[src/rtl/traffic_pkg.sv]
// -----------------------------------------------------------------------------
// traffic_pkg
// Shared types and helpers for the traffic lamp monitor.
//   lane_state_e : decoded state of one lane's {red, yellow, green} drive
//   mon_state_e  : monitor FSM states
//   FC_*         : fault codes (0 = none, 1..5 in priority order)
//   decode_lane  : {X,V,D} lamp vector -> lane_state_e
//   sat_inc8     : 8-bit increment that sticks at 255
// -----------------------------------------------------------------------------
package traffic_pkg;

   typedef enum logic [2:0] {
      LANE_DARK  = 3'd0,
      LANE_RED   = 3'd1,
      LANE_YEL   = 3'd2,
      LANE_GRN   = 3'd3,
      LANE_MULTI = 3'd4
   } lane_state_e;

   typedef enum logic [1:0] {
      ST_MONITOR  = 2'd0,
      ST_FAULT    = 2'd1,
      ST_CLEARING = 2'd2
   } mon_state_e;

   localparam logic [2:0] FC_NONE         = 3'd0;
   localparam logic [2:0] FC_ILLEGAL      = 3'd1;
   localparam logic [2:0] FC_CONFLICT     = 3'd2;
   localparam logic [2:0] FC_SKIP_YELLOW  = 3'd3;
   localparam logic [2:0] FC_SHORT_YELLOW = 3'd4;
   localparam logic [2:0] FC_DARK_TIMEOUT = 3'd5;

   // Exactly one lamp lit is a proper aspect; nothing lit is DARK; anything else is MULTI.
   function automatic lane_state_e decode_lane(input logic [2:0] xvd);
      lane_state_e st;
      case (xvd)
         3'b100:  st = LANE_RED;
         3'b010:  st = LANE_YEL;
         3'b001:  st = LANE_GRN;
         3'b000:  st = LANE_DARK;
         default: st = LANE_MULTI;
      endcase
      return st;
   endfunction

   function automatic logic [7:0] sat_inc8(input logic [7:0] v);
      logic [7:0] r;
      if (v == 8'hFF) begin
         r = 8'hFF;
      end else begin
         r = v + 8'd1;
      end
      return r;
   endfunction

endpackage

[src/rtl/lamp_lane_check.sv]
// -----------------------------------------------------------------------------
// lamp_lane_check
// Per-lane checker: decodes the registered lamp vector, tracks the previous
// sample and the length of the current yellow run, and flags lane-local rule
// violations.
// Ports:
//   clk, rst_n  : clock, asynchronous active-low reset
//   lamp_i[2:0] : registered {X,V,D} drive of this lane
//   smp_vld_i   : lamp_i holds a real sample (not the reset value)
//   state_o     : decoded lane state of the current sample
//   multi_o     : more than one lamp lit
//   skip_o      : GRN directly followed by RED
//   short_o     : YEL left after fewer than YELLOW_MIN samples
// -----------------------------------------------------------------------------
module lamp_lane_check
   import traffic_pkg::*;
#(
   parameter int unsigned YELLOW_MIN = 4
) (
   input  logic        clk,
   input  logic        rst_n,
   input  logic [2:0]  lamp_i,
   input  logic        smp_vld_i,
   output lane_state_e state_o,
   output logic        multi_o,
   output logic        skip_o,
   output logic        short_o
);

   localparam logic [7:0] YMIN8 = YELLOW_MIN[7:0];

   lane_state_e cur_s;
   lane_state_e prev_q, prev_d;
   logic        hist_vld_q, hist_vld_d;
   logic [7:0]  yel_cnt_q, yel_cnt_d;

   assign state_o = cur_s;

   // Decode, next-state of the history registers, and the lane flags.
   always_comb begin
      cur_s      = decode_lane(lamp_i);
      prev_d     = cur_s;
      // prev_q only describes a real sample once two samples have been taken.
      hist_vld_d = hist_vld_q | smp_vld_i;
      // The run length restarts from zero on entry to YEL, so the first YEL
      // sample counts as one; yel_cnt_q is the run ending at the previous sample.
      if (cur_s == LANE_YEL) begin
         yel_cnt_d = sat_inc8(yel_cnt_q);
      end else begin
         yel_cnt_d = 8'd0;
      end
      multi_o = (cur_s == LANE_MULTI);
      if (hist_vld_q) begin
         skip_o  = (prev_q == LANE_GRN) && (cur_s == LANE_RED);
         short_o = (prev_q == LANE_YEL) && (cur_s != LANE_YEL) && (yel_cnt_q < YMIN8);
      end else begin
         skip_o  = 1'b0;
         short_o = 1'b0;
      end
   end

   // Lane history registers.
   always_ff @(posedge clk or negedge rst_n) begin
      if (!rst_n) begin
         prev_q     <= LANE_DARK;
         hist_vld_q <= 1'b0;
         yel_cnt_q  <= 8'd0;
      end else begin
         prev_q     <= prev_d;
         hist_vld_q <= hist_vld_d;
         yel_cnt_q  <= yel_cnt_d;
      end
   end

endmodule

[src/rtl/lamp_monitor.sv]
// -----------------------------------------------------------------------------
// lamp_monitor
// Safety monitor for a two-lane traffic lamp driver. Samples the six lamp
// drives once, checks lane and lane-pair rules, latches the first fault code
// and requests fail-safe flashing until the fault is cleared.
// Ports:
//   clk, rst_n      : clock, asynchronous active-low reset
//   Xa, Va, Da      : lane A red / yellow / green drive
//   Xb, Vb, Db      : lane B red / yellow / green drive
//   fault_clr       : single-cycle request to clear a latched fault
//   fault           : latched fault indication
//   fault_code[2:0] : first fault captured (0 = none)
//   fault_cnt[7:0]  : saturating count of faults (only with FAULT_CNT_EN)
//   safe_flash      : flashing-yellow request, high in FAULT and CLEARING
// Build option: define FAULT_CNT_EN to add the fault_cnt port and counter.
// -----------------------------------------------------------------------------
module lamp_monitor
   import traffic_pkg::*;
#(
   parameter int unsigned YELLOW_MIN = 4,
   parameter int unsigned DARK_MAX   = 8
) (
   input  logic       clk,
   input  logic       rst_n,
   input  logic       Xa,
   input  logic       Va,
   input  logic       Da,
   input  logic       Xb,
   input  logic       Vb,
   input  logic       Db,
   input  logic       fault_clr,
   output logic       fault,
   output logic [2:0] fault_code,
`ifdef FAULT_CNT_EN
   output logic [7:0] fault_cnt,
`endif
   output logic       safe_flash
);

   localparam logic [7:0] DMAX8 = DARK_MAX[7:0];

   logic [2:0]  lamp_a_q, lamp_b_q;
   logic        smp_vld_q;
   lane_state_e st_a_s, st_b_s;
   logic        multi_a_s, skip_a_s, short_a_s;
   logic        multi_b_s, skip_b_s, short_b_s;
   logic [7:0]  dark_cnt_q, dark_cnt_d;
   logic        go_a_s, go_b_s, dark_tmo_s, safe_lamps_s;
   logic [2:0]  viol_code_s;

   mon_state_e  state_q;
   logic        fault_q;
   logic [2:0]  code_q;
   logic        flash_q;
   logic        clr_cnt_q;

   // Single registration stage for the lamp drives; all checks use this copy.
   always_ff @(posedge clk or negedge rst_n) begin
      if (!rst_n) begin
         lamp_a_q  <= 3'b000;
         lamp_b_q  <= 3'b000;
         smp_vld_q <= 1'b0;
      end else begin
         lamp_a_q  <= {Xa, Va, Da};
         lamp_b_q  <= {Xb, Vb, Db};
         smp_vld_q <= 1'b1;
      end
   end

   lamp_lane_check #(.YELLOW_MIN(YELLOW_MIN)) u_lane_a (
      .clk       (clk),
      .rst_n     (rst_n),
      .lamp_i    (lamp_a_q),
      .smp_vld_i (smp_vld_q),
      .state_o   (st_a_s),
      .multi_o   (multi_a_s),
      .skip_o    (skip_a_s),
      .short_o   (short_a_s)
   );

   lamp_lane_check #(.YELLOW_MIN(YELLOW_MIN)) u_lane_b (
      .clk       (clk),
      .rst_n     (rst_n),
      .lamp_i    (lamp_b_q),
      .smp_vld_i (smp_vld_q),
      .state_o   (st_b_s),
      .multi_o   (multi_b_s),
      .skip_o    (skip_b_s),
      .short_o   (short_b_s)
   );

   // Lane-pair checks and priority encoding of the violation code.
   always_comb begin
      go_a_s = (st_a_s == LANE_GRN) || (st_a_s == LANE_YEL);
      go_b_s = (st_b_s == LANE_GRN) || (st_b_s == LANE_YEL);
      // The reset value of the lamp registers is not a sample, so it never
      // starts an all-dark run.
      if (smp_vld_q && (st_a_s == LANE_DARK) && (st_b_s == LANE_DARK)) begin
         dark_cnt_d = sat_inc8(dark_cnt_q);
      end else begin
         dark_cnt_d = 8'd0;
      end
      dark_tmo_s   = (dark_cnt_d > DMAX8);
      safe_lamps_s = ((st_a_s == LANE_RED) || (st_a_s == LANE_DARK)) &&
                     ((st_b_s == LANE_RED) || (st_b_s == LANE_DARK));
      if (multi_a_s || multi_b_s) begin
         viol_code_s = FC_ILLEGAL;
      end else if (go_a_s && go_b_s) begin
         viol_code_s = FC_CONFLICT;
      end else if (skip_a_s || skip_b_s) begin
         viol_code_s = FC_SKIP_YELLOW;
      end else if (short_a_s || short_b_s) begin
         viol_code_s = FC_SHORT_YELLOW;
      end else if (dark_tmo_s) begin
         viol_code_s = FC_DARK_TIMEOUT;
      end else begin
         viol_code_s = FC_NONE;
      end
   end

   // All-dark run counter; runs in every FSM state.
   always_ff @(posedge clk or negedge rst_n) begin
      if (!rst_n) begin
         dark_cnt_q <= 8'd0;
      end else begin
         dark_cnt_q <= dark_cnt_d;
      end
   end

   // Monitor FSM with registered fault, fault_code and safe_flash.
   always_ff @(posedge clk or negedge rst_n) begin
      if (!rst_n) begin
         state_q   <= ST_MONITOR;
         fault_q   <= 1'b0;
         code_q    <= FC_NONE;
         flash_q   <= 1'b0;
         clr_cnt_q <= 1'b0;
      end else begin
         case (state_q)
            ST_MONITOR: begin
               if (viol_code_s != FC_NONE) begin
                  state_q <= ST_FAULT;
                  fault_q <= 1'b1;
                  code_q  <= viol_code_s;
                  flash_q <= 1'b1;
               end else begin
                  state_q <= ST_MONITOR;
                  fault_q <= 1'b0;
                  code_q  <= FC_NONE;
                  flash_q <= 1'b0;
               end
               clr_cnt_q <= 1'b0;
            end
            ST_FAULT: begin
               // Later violations are ignored here so the first code is kept.
               if (fault_clr) begin
                  state_q <= ST_CLEARING;
               end else begin
                  state_q <= ST_FAULT;
               end
               clr_cnt_q <= 1'b0;
            end
            ST_CLEARING: begin
               if (viol_code_s != FC_NONE) begin
                  state_q   <= ST_FAULT;
                  clr_cnt_q <= 1'b0;
               end else if (safe_lamps_s) begin
                  if (clr_cnt_q) begin
                     state_q   <= ST_MONITOR;
                     fault_q   <= 1'b0;
                     code_q    <= FC_NONE;
                     flash_q   <= 1'b0;
                     clr_cnt_q <= 1'b0;
                  end else begin
                     state_q   <= ST_CLEARING;
                     clr_cnt_q <= 1'b1;
                  end
               end else begin
                  state_q   <= ST_CLEARING;
                  clr_cnt_q <= 1'b0;
               end
            end
            default: begin
               state_q   <= ST_MONITOR;
               fault_q   <= 1'b0;
               code_q    <= FC_NONE;
               flash_q   <= 1'b0;
               clr_cnt_q <= 1'b0;
            end
         endcase
      end
   end

   assign fault      = fault_q;
   assign fault_code = code_q;
   assign safe_flash = flash_q;

`ifdef FAULT_CNT_EN
   logic [7:0] fault_cnt_q;

   // Saturating tally of MONITOR -> FAULT entries; cleared only by reset.
   always_ff @(posedge clk or negedge rst_n) begin
      if (!rst_n) begin
         fault_cnt_q <= 8'd0;
      end else if ((state_q == ST_MONITOR) && (viol_code_s != FC_NONE)) begin
         fault_cnt_q <= sat_inc8(fault_cnt_q);
      end else begin
         fault_cnt_q <= fault_cnt_q;
      end
   end

   assign fault_cnt = fault_cnt_q;
`endif

endmodule
[config.mk]
export PLATFORM = sky130hd
export DESIGN_NAME = lamp_monitor
export DESIGN_NICKNAME = d
export VERILOG_FILES = /design/src/rtl/traffic_pkg.sv /design/src/rtl/lamp_lane_check.sv /design/src/rtl/lamp_monitor.sv
export SDC_FILE = /design/constraint.sdc
export NUM_CORES = 1
export LEC_CHECK = 0
export BUFFER_PORTS_ARGS = -buffer_cell sky130_fd_sc_hd__buf_2
export CAP_MARGIN = 20
export CORE_UTILIZATION = 45
export DETAILED_ROUTE_END_ITERATION = 10
export HOLD_SLACK_MARGIN = 0.15
export PLACE_DENSITY = 0.72
export SLEW_MARGIN = 0
export SYNTH_ARGS = -nofsm -noshare
export SYNTH_HDL_FRONTEND = slang
export SYNTH_SLANG_ARGS = --single-unit
[constraint.sdc]
create_clock -name clk -period 2.6 [get_ports clk]
set_clock_uncertainty 0.1 [all_clocks]
set_input_delay 0.26 -clock clk [delete_from_list [all_inputs] [get_ports clk]]
set_output_delay 0.26 -clock clk [all_outputs]
set_load 0.005 [all_outputs]
==> summary.txt, run 1 <==
Run status
  • Status: finished, final reports clean

Global route
  • Vias in the first global route: approximately 1600
  • GR Layer Usage met3: 0.0338
  • Gr usage total: 0.175
  • M2 GR Usage: 0.284
  • Busiest grt layer: met2
  • GR Overflow Total: 0
  • Largest net degree at the start of global routing: 31
  • Global-route wire length before repair: 6.91 mm
  • Met1 Resource Use GR: 0.226
  • Antenna violations before repair: 0

Clock network
  • Clock Sinks: 46
  • Skew-Pair Late Insertion Delay: around 0.30 ns
  • CTS tree: done
  • H-tree Lvls: 2
  • Clock Tree Root: clkbuf_8
  • Clock-pin slew on the worst setup and hold paths: roughly 0.080 ns
  • Number of setup buffers added after CTS: 0
  • Cts bufs inserted: 5
  • CTS max path bufs: 2

Power and ir drop
  • Pwr dens: 565 nW/µm²
  • VDD IR max: about 380 µV
  • Lkg Pwr: 1.02 nW

Worst setup path
  • Endpoint class of the critical path: flop
  • Worst r2r src: dark_cnt_q[0]
  • Reg2reg end: state_q[1]
  • CP Data Required Time: roughly 2.7 ns
  • Slowest cell on crit path: a311oi_1
  • Setup crit start kind: flop
  • Slowest stage delay, CP: 0.45 ns
  • R2R cell count: 7
  • Crit path DAT: 2.54 ns
  • Buf+Inv Stages, Crit Path: 0
  • CP Class: flop to flop
  • CP delay by family, top: simple AND/OR/NAND/NOR gates
  • CP cell instances: ha_1 -> nand4_1 -> or2_2 -> a311oi_1 -> or4_4 -> nor2_1 -> a32o_1
  • Reg2Reg Setup Slack: ~0.15 ns
  • Crit-path max FO: 6

Floorplanning
  • CORE AREA: ~4700 µm²
  • Num ports: 14
  • # rows: 25
  • Chip width: about 72 µm
  • Die height: 71.9 µm
  • Die ar.: 5160 µm²
  • Initial core utilization: 0.465

Logic synthesis
  • Yosys top cell area share: 0.524
  • Post-synthesis sequential area ratio: 0.524
  • Synth Area in Adders: 0.0217
  • Complex-gate fraction of the synthesized area: 0.136
  • Post-synth top cells: 46 x dfrtp_1, 22 x a21oi_1, 16 x nor2_1, 12 x nand2_1, 12 x nand3_1
  • Number of synthesized flops with an enable pin: 0
  • Mapped Area: approximately 2200 µm²
  • Ys async rst share: 1.00
  • Syn_nets: 224
  • Synth Warn #: 0
  • Unique cell type count in the Yosys netlist: 47
  • Cell taking the most area after synthesis: dfrtp_1
  • Post-synthesis xor/xnor area fraction: 0.0439
  • Largest family of logic cells by synthesized area: simple AND/OR/NAND/NOR gates
  • Multiplexer share of the synthesized area: 0.00456
  • Flop and latch count out of synthesis: 46
  • Syn avg cell area: between 10 and 15 µm²
  • Most frequent cell after synthesis: dfrtp_1
  • Area contributors post-synth: dfrtp_1 52%, a21oi_1 5.0%, xnor2_1 3.6%, nand3_1 2.7%, nor2_1 2.7%
  • Post-Synth Simple-Gate Area: 0.234
  • Gate Count Post-Synth: approximately 210
  • Synth Flop Type: dfrtp_1

Timing
  • Post-layout min period: around 2.4 ns
  • RSZ-0062 raised after global routing: false
  • Rel. slew slack: 0.562
  • Slew Limit Fails: 0
  • Achievable Freq: 409 MHz
  • Setup violators final: 0
  • Fin. Hold Viols: 0
  • Worst Slack Setup Final: ~0.15 ns
  • Least-Margin Pin Slew: roughly 0.66 ns
  • Setup TNS: 0 ns
  • Fin crit share: 0.941

Drt
  • Post-route ant nets: 0
  • DRT Wirelength: 3.99 mm
  • Drt first pass iters: 4
  • Avg WL per Cell: 13.0 µm
  • Initial drt markers: 109
  • DRC Markers: 0
  • Vias per cell: between 5 and 6
  • Total number of vias: roughly 1700

Layout
  • Share of post-route cells with drive strength above 1: 0.166
  • Ant. Diodes: 0
  • Final nets: around 250
  • Syn-to-layout area delta: 15.4%

Placed design
  • Final GP Congestion: ~0.91
  • Setup WS pre-CTS: about 0.13 ns
  • Port buffer count: 13
  • Post-DP HPWL: roughly 2.8 mm

Job
  • Max Cap Viol: 0

Worst hold path
  • Hold WC Path Type: flop to flop
  • Worst Hold Path EP: u_lane_b.yel_cnt_q[0]
  • Hold path start: u_lane_b.yel_cnt_q[0]
  • WHS Path Cells: 1
where the power goes:
part | leakage (nW) | internal, W | switching (W)
logic | 0.384 | 0.0000989 | 0.0000908
registers | 0.598 | 0.000762 | 0.0000710
clock network | 0.0383 | 0.000185 | 0.000225
total | 1.02 | 0.00105 | 0.000386
logic make-up (layout without fill, tap and decap cells):
kind of cell	count (synthesis)	in the layout
AO/OA/AOI/OAI	46	46
XOR/XNOR	11	11
adder cells (fa/ha/maj)	4	4
buffers and inverters	16	45
flip-flops	46	46
multiplexers	1	1
other	1	1
AND/OR/NAND/NOR	87	87
area by class of cell:
class                   instances  area [µm²]
inverters                      10        37.5
well taps                      67        83.8
repair buffers                 28         198
flip-flops and latches         46        1150
multi-input cells             150         987
clock buffers                   7        76.3
fillers                       412        2190
worst max path at each step:
stage / depth (start not counted) / endpoint / from
2_1_floorplan: 7 / fault_code[2] / dark_cnt_q[0]
3_3_place_gp: 7 / fault_code[2] / dark_cnt_q[0]
3_5_place_dp: 7 / fault_code[2] / dark_cnt_q[0]
4_1_cts: 7 / fault_code[2] / dark_cnt_q[0]
5_1_grt: 7 / state_q[1] / dark_cnt_q[0]
6_report: 7 / state_q[1] / dark_cnt_q[0]
per-layer routing:
layer	wire [µm]	vias up
met5	0	-
met4	78	0
met3	109	7
met2	1920	37
met1	1890	798
li1	-	828
cells in the final DEF, fill, tap and decap left out, drive strengths merged, types with 4 or more instances in the layout:
cell type / instances
and3: 4
or2: 6
inv: 10
nand3: 12
o21ai: 5
nor4: 8
a21oi: 22
dlygate4sd3: 8
xnor2: 9
nor2: 16
dfrtp: 46
clkbuf: 7
a31oi: 6
nand2: 12
nor3: 11
buf: 20
flip-flops by register name, summed over array words and instances (netlist names):
name,cells
lamp_a_q,3
u_lane_b.yel_cnt_q,8
u_lane_a.yel_cnt_q,8
fault_code,3
u_lane_b.prev_q,3
clr_cnt_q,1
lamp_b_q,3
state_q,2
dark_cnt_q,8
safe_flash,1
smp_vld_q,1
u_lane_a.prev_q,3
u_lane_a.hist_vld_q,1
u_lane_b.hist_vld_q,1
through the flow:
stage | util | power (W) | cells | instance area [µm²] | hold WS [ns]
2_1_floorplan | - | 0.000964 | 212 | 2200 | -0.136
3_3_place_gp | 0.500 | 0.00102 | 293 | 2360 | 0.238
3_5_place_dp | 0.500 | 0.00103 | 293 | 2360 | 0.241
4_1_cts | 0.533 | 0.00146 | 308 | 2520 | 0.379
5_1_grt | 0.536 | 0.00150 | 308 | 2530 | 0.398
6_report | 0.536 | 0.00143 | 308 | 2530 | 0.376
repair_timing:
| item | in CTS | in global routing |
|---|---|---|
| gates resized for setup | 0 | 3 |
| hold buffers | 8 | 0 |
| endpoints found under the hold margin | 36 | 0 |
| endpoints found under the setup margin | 0 | 7 |
(Power assumes the default switching activity.)
==> run 2, diff against run 1 <==
- CORE_ASPECT_RATIO: unset -> 1.5
- SLEW_MARGIN: 0 -> unset
==> run 2 against run 1 <==
Count of clock-buffer cells in the layout shrank 1; clock power increased by 9.8%; register-to-register slack got worse by 0.03 ns; highest routed layer unchanged; die area increased by 0.11%.
==> summary.txt, run 2 (synthesis results as in run 1) <==
Timing
  • Setup TNS: 0 ns (unchanged)
  • Setup violators final: 0 (unchanged)
  • Post-layout min period: 2.48 ns (+0.0335 ns)
  • Rel. slew slack: 0.617 (+0.0547)
  • Least-Margin Pin Slew: 0.575 ns (-0.0821 ns)
  • Achievable Freq: 403 MHz (-1.4%)
  • Slew Limit Fails: 0 (unchanged)
  • Fin crit share: 0.954 (+0.0129)
  • RSZ-0062 raised after global routing: false
  • Fin. Hold Viols: 0 (unchanged)

Drt
  • DRT Wirelength: 4.28 mm (+7.1%)
  • Post-route ant nets: 0 (unchanged)
  • Initial drt markers: 51 (-53%)
  • Avg WL per Cell: 14.0 µm (+7.8%)
  • DRC Markers: 0 (unchanged)
  • Vias per cell: 5.52 (+1.8%)
  • Drt first pass iters: 4 (unchanged)
  • Total number of vias: 1689 (+1.1%)

Worst setup path
  • Endpoint class of the critical path: flop
  • Crit path DAT: 2.55 ns (about the same)
  • CP Data Required Time: 2.67 ns (-0.02 ns)
  • CP Class: flop to flop
  • Setup crit start kind: flop
  • Crit-path max FO: 6 (unchanged)
  • Reg2Reg Setup Slack: 0.12 ns (-0.03 ns)

Floorplanning
  • Initial core utilization: 0.476 (+0.0107)
  • Chip width: 59.0 µm (-18%)
  • CORE AREA: 4620 µm² (-2.3%)
  • # rows: 30 (+20%)
  • Num ports: 14 (unchanged)
  • Die height: 87.6 µm (+22%)
  • Die ar.: 5170 µm² (+0.11%)

Layout
  • Share of post-route cells with drive strength above 1: 0.178 (+0.0117)
  • Final nets: 253 (unchanged)
  • Area of the multi-input gates: 978 µm² (-0.89%)
  • Syn-to-layout area delta: 15.7%
  • Commonest cells after routing, fill and taps aside: 46 x dfrtp_1, 22 x a21oi_1, 15 x nor2_1, 13 x buf_2
  • Ant. Diodes: 0 (unchanged)
  • Design area: 2540 µm² (+0.25%)
  • Largest regs: dark_cnt_q (8), u_lane_a.yel_cnt_q (8), u_lane_b.yel_cnt_q (8)
  • Fillers: 385 (-6.6%)
  • Most common cell after layout, fill and taps aside: dfrtp_1
  • Seq. cell area: 1150 µm² (unchanged)

Global route
  • Global-route wire length before repair: 7.03 mm (+1.7%)
  • Largest net degree at the start of global routing: 47 (+52%)
  • Antenna violations before repair: 0 (unchanged)
  • Vias in the first global route: 1595 (+2.4%)
  • GR Overflow Total: 0 (unchanged)
  • Gr usage total: 0.181 (+0.00609)

Power and ir drop
  • Pwr dens: 581 nW/µm² (+2.8%)
  • VDD IR max: 370 µV (-3.7%)
  • Lkg Pwr: 1.03 nW (+0.93%)
  • Final total power: 0.00148 W (+3.1%)

Clock network
  • Cts bufs inserted: 5 (unchanged)
  • CTS max path bufs: 2 (unchanged)
  • Clock Tree Root: clkbuf_8
  • Skew-Pair Late Insertion Delay: 0.30 ns (about the same)
  • Number of setup buffers added after CTS: 0 (unchanged)
  • CTS tree: done
  • Clock Sinks: 46 (unchanged)
  • H-tree Lvls: 2 (unchanged)
  • Clock-pin slew on the worst setup and hold paths: 0.09 ns (about the same)

Placed design
  • Final GP Congestion: 0.906 (-0.26%)
  • Area post-placement: 2360 µm² (-0.16%)
  • Port buffer count: 13 (unchanged)
  • Post-DP HPWL: 2.95 mm (+6.2%)

Run status
  • Status: finished, final reports clean

Job
  • Max Cap Viol: 0 (unchanged)

Worst hold path
  • Hold WC Path Type: flop to flop
-- run 2: routing by layer --
layer,vias to the layer above,track usage,routed length [µm],part of all wire
li1,830,-,-,-
met1,822,0.206,1770,0.41
met2,28,0.325,2300,0.54
met3,9,0.0355,104,0.024
met4,0,0.0758,104,0.024
met5,-,0,0,0
-- run 2: worst paths after layout --
path | start | depth (start not counted) | to
worst max-delay path | dark_cnt_q[0] | 7 | fault_code[2]
worst min-delay path | u_lane_a.yel_cnt_q[0] | 1 | u_lane_a.yel_cnt_q[0]
worst max register to register | dark_cnt_q[0] | 7 | fault_code[2]
worst min register to register | u_lane_a.yel_cnt_q[0] | 1 | u_lane_a.yel_cnt_q[0]
max in group asynchronous | rst_n | 3 | fault_code[0]
min in group asynchronous | rst_n | 3 | u_lane_a.yel_cnt_q[5]
-- run 2: what timing repair did --
item	CTS	global route
hold endpoints to repair	54	0
resized for setup	0	2
hold buffers	8	0
endpoints found under the setup margin	0	7
-- run 2: per-stage QoR --
step / hold WS (ns) / util / instances / worst slack, ns
floorplan: -0.136 / - / 212 / 0.214
global placement: 0.268 / 0.510 / 290 / 0.234
detailed placement: 0.270 / 0.510 / 290 / 0.134
CTS: 0.376 / 0.548 / 306 / 0.117
global route: 0.399 / 0.550 / 306 / 0.0195
finish: 0.374 / 0.550 / 306 / 0.121
-- run 2: layout make-up --
type,count,area share
flip-flops and latches,46,0.453
clock buffers,6,0.0325
well taps,64,0.0315
clock inverters,2,0.00493
multi-input cells,150,0.385
inverters,10,0.0148
repair buffers,28,0.0778
-- run 2: power by group --
group	switching (W)	leakage [nW]	internal, W
sequential	0.0000691	0.598	0.000762
combinational	0.0000964	0.385	0.0000987
clock	0.000237	0.0472	0.000214
-- run 2: critical path, cell delays in order (launching register included) --
cell	delay, ns
dfrtp_1	0.44
ha_1	0.23
buf_4	0.15
nor4_1	0.32
nor3_1	0.14
or4_4	0.58
nor3_2	0.26
o211ai_1	0.12
